==> src/rtl/rr_burst_arbiter.sv <==
// Round-robin burst arbiter: grants one requester a shared beat resource until it drops req, hits its burst limit or stalls.
// Latency: req to gnt is 1 cycle; hand-off between owners has no bubble. Backpressure: beat_done is the only progress signal.
module rr_burst_arbiter #(
    parameter int N       = 8,
    parameter int ID_W    = 3,
    parameter int BURST_W = 4,
    parameter int TIMEOUT = 255,
    parameter int TMO_W   = 8
) (
    input  logic               clk,
    input  logic               rst,
    input  logic [N-1:0]       req,
    input  logic               beat_done,
    input  logic [BURST_W-1:0] max_burst,
    output logic [N-1:0]       gnt,
    output logic [ID_W-1:0]    gnt_id,
    output logic               busy,
    output logic               release_p,
    output logic               timeout_err
);
    typedef enum logic {IDLE, GRANT} state_t;

    localparam logic [BURST_W-1:0] BURST_ONE = BURST_W'(1);
    localparam logic [TMO_W-1:0]   TMO_ONE   = TMO_W'(1);
    localparam logic [ID_W-1:0]    ID_ONE    = ID_W'(1);
    localparam logic [ID_W-1:0]    ID_LAST   = ID_W'(N - 1);
    localparam logic [TMO_W-1:0]   TMO_LAST  = TMO_W'((TIMEOUT == 0) ? 0 : TIMEOUT - 1);

    state_t             state;
    logic [ID_W-1:0]    ptr;
    logic [BURST_W-1:0] beat_cnt;
    logic [BURST_W-1:0] limit;
    logic [TMO_W-1:0]   tmo_cnt;

    // Returns {found, index} of the first set request scanning upward from base, wrapping.
    function automatic logic [ID_W:0] pick(input logic [N-1:0] r, input logic [ID_W-1:0] base);
        logic            found;
        logic [ID_W-1:0] idx;
        int              j;
        found = 1'b0;
        idx   = '0;
        for (int i = N - 1; i >= 0; i--) begin
            j = (int'(base) + i) % N;
            if (r[ID_W'(j)]) begin
                found = 1'b1;
                idx   = ID_W'(j);
            end
        end
        return {found, idx};
    endfunction

    logic            own_req;
    logic            burst_end;
    logic            wd_end;
    logic            rel;
    logic            rel_tmo;
    logic [ID_W-1:0] next_ptr;
    logic [ID_W-1:0] base;
    logic [ID_W:0]   arb;
    logic            win_vld;
    logic [ID_W-1:0] win_id;
    logic            load;

    assign own_req   = req[gnt_id];
    // beat_cnt never reaches a nonzero limit, so limit-1 cannot underflow here.
    assign burst_end = beat_done && (limit != '0) && (beat_cnt == limit - BURST_ONE);
    assign wd_end    = (TIMEOUT != 0) && !beat_done && (tmo_cnt == TMO_LAST);
    assign rel       = (state == GRANT) && (!own_req || burst_end || wd_end);
    assign rel_tmo   = own_req && !burst_end && wd_end;
    assign next_ptr  = (gnt_id == ID_LAST) ? '0 : gnt_id + ID_ONE;

    // On release the scan starts just past the old owner, leaving it lowest priority.
    assign base    = (state == GRANT) ? next_ptr : ptr;
    assign arb     = pick(req, base);
    assign win_vld = arb[ID_W];
    assign win_id  = arb[ID_W-1:0];
    assign load    = win_vld && ((state == IDLE) || rel);

    always_ff @(posedge clk or posedge rst) begin
        if (rst) begin
            state       <= IDLE;
            ptr         <= '0;
            beat_cnt    <= '0;
            limit       <= '0;
            tmo_cnt     <= '0;
            gnt         <= '0;
            gnt_id      <= '0;
            busy        <= 1'b0;
            release_p   <= 1'b0;
            timeout_err <= 1'b0;
        end else begin
            release_p   <= rel;
            timeout_err <= rel && rel_tmo;
            if (rel) begin
                ptr <= next_ptr;
            end

            if (load) begin
                state    <= GRANT;
                gnt      <= N'(1) << win_id;
                gnt_id   <= win_id;
                busy     <= 1'b1;
                beat_cnt <= '0;
                tmo_cnt  <= '0;
                limit    <= max_burst;
            end else if (rel) begin
                state <= IDLE;
                gnt   <= '0;
                busy  <= 1'b0;
            end else if (state == GRANT) begin
                if (beat_done) begin
                    // With an unlimited burst the count only saturates; nothing reads it.
                    if ((limit != '0) || (beat_cnt != '1)) begin
                        beat_cnt <= beat_cnt + BURST_ONE;
                    end
                    tmo_cnt <= '0;
                end else if (TIMEOUT != 0) begin
                    tmo_cnt <= tmo_cnt + TMO_ONE;
                end
            end
        end
    end

endmodule

==> config.mk <==
export PLATFORM = sky130hd
export DESIGN_NAME = rr_burst_arbiter
export DESIGN_NICKNAME = d
export VERILOG_FILES = /design/src/rtl/rr_burst_arbiter.sv
export SDC_FILE = /design/constraint.sdc
export NUM_CORES = 1
export LEC_CHECK = 0
export BUFFER_PORTS_ARGS = -buffer_cell sky130_fd_sc_hd__buf_2
export CORE_MARGIN = 2
export CORE_UTILIZATION = 30
export CTS_BUF_LIST = sky130_fd_sc_hd__clkbuf_4 sky130_fd_sc_hd__clkbuf_8
export DETAILED_ROUTE_END_ITERATION = 6
export PLACE_DENSITY_LB_ADDON = 0.12
export RECOVER_POWER = 25
export SETUP_SLACK_MARGIN = 0.5
export SYNTH_ARGS = -nofsm -noshare
export SYNTH_HDL_FRONTEND = slang
export SYNTH_SLANG_ARGS = --single-unit
==> constraint.sdc <==
create_clock -name clk -period 4.4 [get_ports clk]
set_input_delay 0.22 -clock clk [delete_from_list [all_inputs] [get_ports clk]]
set_output_delay 0.22 -clock clk [all_outputs]
set_load 0.03 [all_outputs]
Word-level counts from Yosys, hierarchy flattened
Cells that the tools add are included.
{"block": "totals", "mem_count": 0, "input_bits": 15, "rom_bits": 0, "ram_bits": 0, "reg_bits": 33, "elab_cells": 115, "latchBits": 0, "out_inout_bits": 14}
{"block": "classes", "mul": 0, "mux": 57, "magnitude_cmp": 9, "addsub": 11, "bitwise_logic": 1, "shift": 1, "n_div": 0, "n_eq_ne": 5, "n_reduce_logical": 22}
{"operator": "2-to-1 mux 8 bit", "n": 6}
{"operator": "< comparator 3 x 5 -> 1 bit (second input constant)", "n": 8}
{"operator": "2-to-1 mux 3 bit", "n": 10}
{"operator": "binary-select mux 1 bit (select 3 bit)", "n": 9}
{"operator": "2-to-1 mux 1 bit", "n": 27}
{"operator": "2-to-1 mux 4 bit", "n": 5}
{"operator": "adder 3 bit (second input constant)", "n": 4}
{"operator": "adder 8 x 1 -> 8 bit (second input constant)", "n": 1}
{"operator": "equality test 8 bit (second input constant)", "n": 1}
{"operator": "logical AND 1 bit", "n": 8}
{"operator": "nonzero test 2 bit", "n": 4}
{"operator": "left shift 1 x 3 -> 8 bit (first input constant)", "n": 1}
{"operator": "adder 3 x 1 -> 3 bit (second input constant)", "n": 2}
{"operator": "adder 3 x 2 -> 3 bit (second input constant)", "n": 2}
{"operator": "adder 4 x 1 -> 4 bit (second input constant)", "n": 1}
{"operator": "equality test 4 bit", "n": 1}
{"operator": "logical OR 1 bit", "n": 4}
{"operator": "< comparator 3 x 4 -> 1 bit (second input constant)", "n": 1}
{"operator": "inequality test 4 bit (second input constant)", "n": 1}
{"operator": "AND reduction 4 bit", "n": 1}
{"operator": "nonzero test 4 bit", "n": 1}
{"operator": "subtractor 4 x 1 -> 4 bit (second input constant)", "n": 1}
{"operator": "equality test 3 bit (second input constant)", "n": 1}
{"operator": "zero test 1 bit", "n": 3}
{"operator": "other kinds (3)", "n": 3}

Depth between registers and ports, before layout
Gate-level depths: netlist of run 1.
{"block": "depth", "ltp_word": 18, "mapped_depth": 15, "ltp_nobuf": 14}

Worst setup path before layout of run 1
OpenSTA, ideal clock, no wires.
{"block": "synth_timing", "kind": "register to register", "start": "reg gnt_id[0]", "end": "reg gnt_id[0]", "required_ps": 4272, "stages_incl_launch_ff": 15, "arrival_time_ps": 4088, "setup_slack_ps": 184, "cell_sequence": "dfrtp_1 -> ha_1 -> ha_1 -> nor3b_2 -> nor2_2 -> buf_2 -> inv_2 -> ha_1 -> xnor2_2 -> mux4_2 -> or3_1 -> a211oi_4 -> a21oi_2 -> buf_2 -> mux2_1"}
{"block": "synth_via", "elab_chain_cells": 16, "word_cells_on_any_way": 59, "cone_classes": "8 x add/sub; 1 x eq/ne; 44 x mux; 6 x reduce/logical"}
{"item": "from (decl)", "line": "16", "source": "output logic [ID_W-1:0] gnt_id,"}
{"item": "from (signal assigned)", "line": "101", "source": "gnt_id <= win_id;"}
{"item": "adder 3 x 1 -> 3 bit or equality test 3 bit (tied branches)", "line": "70", "source": "assign next_ptr = (gnt_id == ID_LAST) ? '0 : gnt_id + ID_ONE;"}
{"item": "2-to-1 mux 3 bit", "line": "70"}
{"item": "2-to-1 mux 3 bit", "line": "73", "source": "assign base = (state == GRANT) ? next_ptr : ptr;"}
{"item": "adder 3 bit", "line": "43", "source": "j = (int'(base) + i) % N;"}
{"item": "binary-select mux 1 bit (select 3 bit)", "line": "44", "source": "if (r[ID_W'(j)]) begin"}
{"item": "2-to-1 mux 1 bit (not written as such) (2 in series)", "line": "44"}
{"item": "2-to-1 mux 1 bit (8 in series)", "line": "44"}
{"item": "logical AND 1 bit", "line": "77", "source": "assign load = win_vld && ((state == IDLE) || rel);"}
Parallel ways exist; a longest one is shown, timed or not. The select of a mux whose other input is x is not followed.
A chain may end at the register's enable or synchronous reset.

Worst setup path after layout of run 1
{"block": "layout_timing", "start": "reg gnt_id[0]", "end": "reg gnt[7]"}
{"block": "layout_via", "elab_chain_cells": 17, "word_cells_on_any_way": 62, "cone_classes": "8 x add/sub; 1 x eq/ne; 1 x shift; 45 x mux; 7 x reduce/logical"}
{"item": "adder 3 x 1 -> 3 bit or equality test 3 bit (tied branches)", "line": "70"}
{"item": "2-to-1 mux 3 bit (*)", "line": "70"}
{"item": "via next_ptr[2]", "line": "57", "source": "logic [ID_W-1:0] next_ptr;"}
{"item": "2-to-1 mux 3 bit (*)", "line": "73"}
{"item": "adder 3 bit", "line": "43"}
{"item": "binary-select mux 1 bit (select 3 bit)", "line": "44"}
{"item": "2-to-1 mux 1 bit (not written as such) (2 in series)", "line": "44"}
{"item": "2-to-1 mux 3 bit or 2-to-1 mux 1 bit (tied branches) (8 in series)", "line": "44"}
{"item": "left shift 1 x 3 -> 8 bit or logical AND 1 bit (tied branches)", "line": "100, 77"}
{"item": "2-to-1 mux 8 bit or nonzero test 2 bit (tied branches)"}
{"item": "to (signal assigned)", "line": "100", "source": "gnt <= N'(1) << win_id;"}
{"item": "to (decl)", "line": "15", "source": "output logic [N-1:0] gnt,"}
The timed path passes the listed nets; every way through them passes the cells marked *. The select of a mux whose other input is x is not followed.

==> results.toml, run 1 <==
[timing]
worst_pin_slew_ns = 1.81
rsz0062_at_grt = "false"
max_freq_mhz = 274
maxSlewHeadroom_pct = -20.7
setup_tns_ns = 0
finClkSkew_ns = 0.00688
drv_slew = 34
hold_viol = 0
setup_violations = 0
timing.final.crit_share_pct = 82.9
whs_ns = 0.139
fin_crit_ns = 3.65

[critical_path]
max_stage_delay_ns = 0.48
cp_data_required_time_ns = 4.57
worstSetupStartpointType = "flop"
crit_arrival_ns = 3.82
path_class = "flop to flop"
path_max_fanout = 15
cp-end-kind = "flop"
cpMostUsedCell = "ha_1"
crit_chain = "ha_1, ha_1, mux2_4, xnor2_4, mux4_2, or3_1, a211oi_4, buf_4, inv_2, nand2_2, nor2_2, a32o_1"
path_buf_inv = 2
critPathTopFamily = "multiplexers"
cpMaxStageDelayCell = "dfrtp_2"

[floorplanning]
core_region_area_sq_um = 9150
core.rowCount = 35
dieArea_sq_um = 10100
fp.dieH_um = 100
start_util_pct = 30.5
die_width_um = 100
ioPinCount = 29

[run]
drv_cap = 1

[yosys]
synth_area_sq_um = 2790
syn-num-nets = 302
synth_ff_type = "dfrtp_1"
ys_types = 62
async_flop_share_pct = 100
synth_cells = 278
ys_seq_area_share_pct = 29.6
ys_seq_elements = 33
ys_warn_count = 0
synth-edff-count = 0
avgSynthCellArea_sq_um = 10.0

[placed_design]
gp_congestion = 0.862
port_buffers = 28
dpl.hpwl_um = 5720

[global_routing]
grtUsageTotal_pct = 16.0
grt_overflow_total = 0
grt_pass1_vias = 2320
grt_util_met1_pct = 21.6
antenna_found_initial = 0
grt.busiest_layer = "met2"
grt_use_met3_pct = 4.79
grt_start_max_net_pins = 34
grt_util_met2_pct = 25.3
grt_pass1_wl_um = 12500

[drt]
routedWlPerCell_um = 18.0
viasPerCell = 5.58
first_pass_iters = 5
wl_um = 7700
drt-initial-drc-count = 120
route.detailed.drc = 0
dr_total_vias = 2384
ant_nets = 0

[cells_and_area]
final-seq-area_sq_um = 828
drive_gt1_share_pct = 29.1
syn_to_final_growth_pct = 18.0
multiInputGateArea_sq_um = 1930
nets = 339
nFillCells = 912
n_antenna_cell = 0

[clock_network]
cts_max_level = 2
cts_tree = "built"
cts.sinks = 33
cts_hold_buffers = 0
clkTransAtPathRegs_ns = 0.07
cts_buffers = 5
cts_root_buffer = "clkbuf_8"
clockBufferDepth = 2
insertion_delay_ns = 0.29

[run_status]
violations = "capacitance limit, slew limit"
outcome = "finished, violations left"

[min_path]
hp-class = "input pin to flop"
flip-flops by register name, indices dropped and copies added, names as in the netlist:
name         flops
beat_cnt         4
timeout_err      1
state            1
tmo_cnt          8
ptr              3
gnt_id           3
release_p        1
limit            4
gnt              8
per-layer routing:
metal / vias up / part of all wire [%] / wire, um
li1: 1128 / - / -
met4: 0 / 1.5 / 114
met2: 71 / 46 / 3560
met1: 1174 / 46 / 3570
met3: 11 / 6.0 / 459
met5: - / 0 / 0
cell usage after synthesis (2+ instances only):
cell type  count  area, sq um
a211oi_1       2         15.0
a21o_1         3         22.5
a21oi_1        6         30.0
a22o_1         5         43.8
a22oi_1        2         15.0
a31oi_1        4         25.0
a32o_1         5         50.1
and2_1         4         25.0
and3_1         2         12.5
buf_2          3         15.0
clkbuf_1       5         18.8
dfrtp_1       33          826
ha_1           9          113
inv_1          9         33.8
inv_2          2         7.51
mux2_1         4         45.0
mux2_2         3         33.8
mux2i_1       13          130
mux4_2        17          383
nand2_1       30          113
nand2b_1       3         18.8
nand3_1       17         85.1
nor2_1        18         67.6
nor2_2         3         18.8
nor2b_1        2         12.5
nor3_1         3         15.0
o2111ai_1      3         26.3
o211ai_1       3         22.5
o21a_1         2         15.0
o21ai_0       11         55.1
o21ai_1        4         20.0
o221ai_1       2         17.5
o22a_1         2         17.5
or3_1          2         12.5
xnor2_1        7         61.3
xor2_1         9         78.8
stage by stage:
stage,cell area (sq um),utilization [%],worst slack [ns],instances
floorplan,2810,-,0.534,278
global placement,3080,33.7,0.445,413
finish,3290,36.0,0.750,427
CTS,3220,35.2,0.518,422
detailed placement,3080,33.7,0.363,413
global route,3290,36.0,0.549,427
worst paths after layout:
path | start | endpoint | slack (ns) | cells after the start
min in group asynchronous | rst | beat_cnt[0] | 0.56 | 3
worst min-delay path | max_burst[0] | limit[0] | 0.14 | 3
worst min register to register | gnt[4] | gnt[4] | 0.50 | 1
max in group asynchronous | rst | gnt_id[0] | 2.66 | 3
worst max register to register | gnt_id[0] | gnt[7] | 0.75 | 12
worst max-delay path | gnt_id[0] | gnt[7] | 0.75 | 12
logic make-up after synthesis:
family / share of synthesized area (%)
AND/OR/NAND/NOR: 16.2
AO/OA/AOI/OAI: 18.0
multiplexers: 23.0
flip-flops: 29.6
buffers and inverters: 3.58
XOR/XNOR: 5.60
adder cells (fa/ha/maj): 4.03
placed cells by master (no fill, tap or decap), drive strengths merged, types with 4 or more instances in the layout:
cell	count
xor2	9
mux2	8
a32o	5
a31oi	4
ha	9
xnor2	8
mux2i	15
buf	39
a22o	5
nand3	17
nand2	30
mux4	17
and2	4
dfrtp	33
nor2	21
a21oi	7
inv	12
clkbuf	7
o21ai	15
timing repair:
action,4_1_cts,5_1_grt
gates resized for setup,2,8
endpoints found under the setup margin,9,17
buffers inserted,1,5
pin swaps,0,5
endpoints found under the hold margin,0,0
final cells by class:
cell class	count	share of cell area, %
Multi-Input combinational cell	223	58.6
Clock buffer	6	2.51
Timing Repair Buffer	40	6.87
Inverter	12	1.52
Tap cell	111	4.22
Sequential cell	33	25.1
Clock inverter	2	1.14
tightest hold or removal path: stages:
cell	delay, ns
buf_2	0.08
nand2_1	0.04
o21ai_1	0.06
Power of run 1 is not shown: default switching activity piles up to over one toggle a cycle in this logic, so the estimate is an artifact.
==> run 2: changes to the inputs <==
--- a/config.mk
+++ b/config.mk
@@ -5,6 +5,7 @@
 export SDC_FILE = /design/constraint.sdc
 export NUM_CORES = 1
 export LEC_CHECK = 0
+export ABC_AREA = 1
 export BUFFER_PORTS_ARGS = -buffer_cell sky130_fd_sc_hd__buf_2
 export CORE_MARGIN = 2
 export CORE_UTILIZATION = 30
==> constraint.sdc (replaced) <==
create_clock -name clk -period 3.39 [get_ports clk]
set_input_delay 0.1695 -clock clk [delete_from_list [all_inputs] [get_ports clk]]
set_output_delay 0.1695 -clock clk [all_outputs]
set_load 0.03 [all_outputs]
==> results.toml, run 2 <==
[run_status]
outcome = "finished, violations left"
violations = "capacitance limit, slew limit"

[critical_path]
worstSetupStartpointType = "flop"
path_max_fanout = 6
crit_arrival_ns = 3.00
cp_data_required_time_ns = 3.61
path_class = "flop to flop"
cp-end-kind = "flop"

[yosys]
synth_cells = 357
synth_area_sq_um = 2570
async_flop_share_pct = 100
ys_warn_count = 0
ys_seq_elements = 33
ys_types = 33
synth_ff_type = "dfrtp_1"
ys_seq_area_share_pct = 32.1
synth_commonest_cells = "nand2_1 (88), nand3_1 (55), inv_1 (37)"
yosys-top-cells-area = "dfrtp_1 (32%), nand2_1 (13%), nand3_1 (11%)"
yosysTopAreaCell = "dfrtp_1"
syn-num-nets = 381
yosys.area.top_type_share_pct = 32.1
avgSynthCellArea_sq_um = 7.21
yosysMostFrequentCell = "nand2_1"
synth-edff-count = 0

[timing]
maxSlewHeadroom_pct = -21.5
timing.final.crit_share_pct = 82.0
max_freq_mhz = 360
setup_tns_ns = 0
setup_violations = 0
drv_slew = 34
whs_ns = 0.0929
finClkSkew_ns = 0.00383
fin_crit_ns = 2.78
rsz0062_at_grt = "true"
worst_pin_slew_ns = 1.82
fin_ws_ns = 0.611
hold_viol = 0

[drt]
viasPerCell = 4.71
highest_layer = "met4"
met3_length_um = 210
ant_nets = 0
dr_total_vias = 2443
wl_um = 6900
wl_met2_um = 3460
route.detailed.drc = 0
wl_met1_um = 3120
first_pass_iters = 4
routedWlPerCell_um = 13.3
drt-initial-drc-count = 104

[cells_and_area]
syn_to_final_growth_pct = 33.1
final_common_cell = "nand2_1"
nets = 437
multiInputGateArea_sq_um = 1810
nFillCells = 870
drive_gt1_share_pct = 37.4
reg.largest.list = "gnt: 8 flops, tmo_cnt: 8 flops"
final-seq-area_sq_um = 830
final_cell_mix = "nand2_1 (73), nand3_1 (40), inv_1 (33), dfrtp_1 (30), buf_2 (28)"
n_antenna_cell = 0

[run]
drv_cap = 1

[clock_network]
insertion_delay_ns = 0.28
cts_max_level = 2
cts.sinks = 33
cts_root_buffer = "clkbuf_8"
clockBufferDepth = 2
cts_buffers = 5
cts_tree = "built"
clkTransAtPathRegs_ns = 0.07

[global_routing]
grt_start_max_net_pins = 34
grt_overflow_total = 0
grt_pass1_wl_um = 11300
antenna_found_initial = 0
grt_pass1_vias = 2408
grtUsageTotal_pct = 14.6

[placed_design]
dpl.hpwl_um = 5030
place_ws_ns = 0.238
gp_congestion = 0.909
port_buffers = 28

[floorplanning]
start_util_pct = 31.2
dieArea_sq_um = 9330
core.rowCount = 33
ioPinCount = 29
fp.dieH_um = 96.6
core_region_area_sq_um = 8260
die_width_um = 96.6

[min_path]
hp-class = "input pin to flop"
## run 2: changes by cell type after synthesis, sizes merged, moves of 10 or more
cell and delta:
inv +38, mux2i -15, mux4 -17, nand2 +79
nand3 +45, nor2 +10
## run 2: logic make-up after synthesis
group           share of synthesized area (%)
flops                                    32.1
fa+ha+maj                                4.38
buf+inv                                  9.19
simple gates                             42.5
compound gates                           8.76
xor+xnor                                 3.06
## run 2: final cells by class
class	instances	area share, %
Multi-Input combinational cell	270	52.9
Sequential cell	33	24.2
Timing Repair Buffer	53	9.69
Inverter	50	6.51
Tap cell	105	3.84
Clock buffer	8	2.85
## run 2: final timing paths
kind | to | slack [ns] | cells past startpoint | from
min | limit[1] | 0.09 | 3 | max_burst[1]
min reg2reg | gnt[5] | 0.47 | 2 | gnt[5]
max | gnt[5] | 0.61 | 21 | gnt_id[1]
min in group asynchronous | timeout_err | 1.07 | 4 | rst
max reg2reg | gnt[5] | 0.61 | 21 | gnt_id[1]
max in group asynchronous | gnt_id[0] | 1.14 | 4 | rst
## run 2: per-stage QoR
stage / util (%) / instance area [sq um] / cells
global placement: 35.3 / 2920 / 488
global route: 41.5 / 3420 / 519
finish: 41.5 / 3420 / 519
detailed placement: 35.3 / 2920 / 488
floorplan: - / 2680 / 357
CTS: 37.4 / 3090 / 503
## run 2: critical path: stages, from the launching register on
cell,delay (ns)
dfrtp_2,0.43
ha_4,0.17
ha_4,0.16
nor2_4,0.12
nand2_4,0.08
nand2_4,0.11
inv_4,0.04
ha_4,0.36
inv_8,0.07
nand3_4,0.09
nand3_2,0.09
nand2_2,0.12
inv_4,0.05
nand2_4,0.06
nor2_4,0.05
nand2_8,0.10
inv_8,0.05
nor2_8,0.15
nand2_4,0.06
a21oi_4,0.18
nand3_2,0.09
nand2_1,0.07
## run 2: layer usage
metal	track usage, %	up-vias
met3	2.24	12
met4	3.47	0
met1	19.0	1118
li1	-	1269
met5	0	-
met2	25.3	44
## run 2: timing repair
action	CTS	global route
hold buffers	1	0
resized for setup	4	49
setup endpoints to repair	23	23
setup buffers	6	16
pin swaps	1	29
hold endpoints to repair	33	0
Power of run 2 is left out for the same reason.
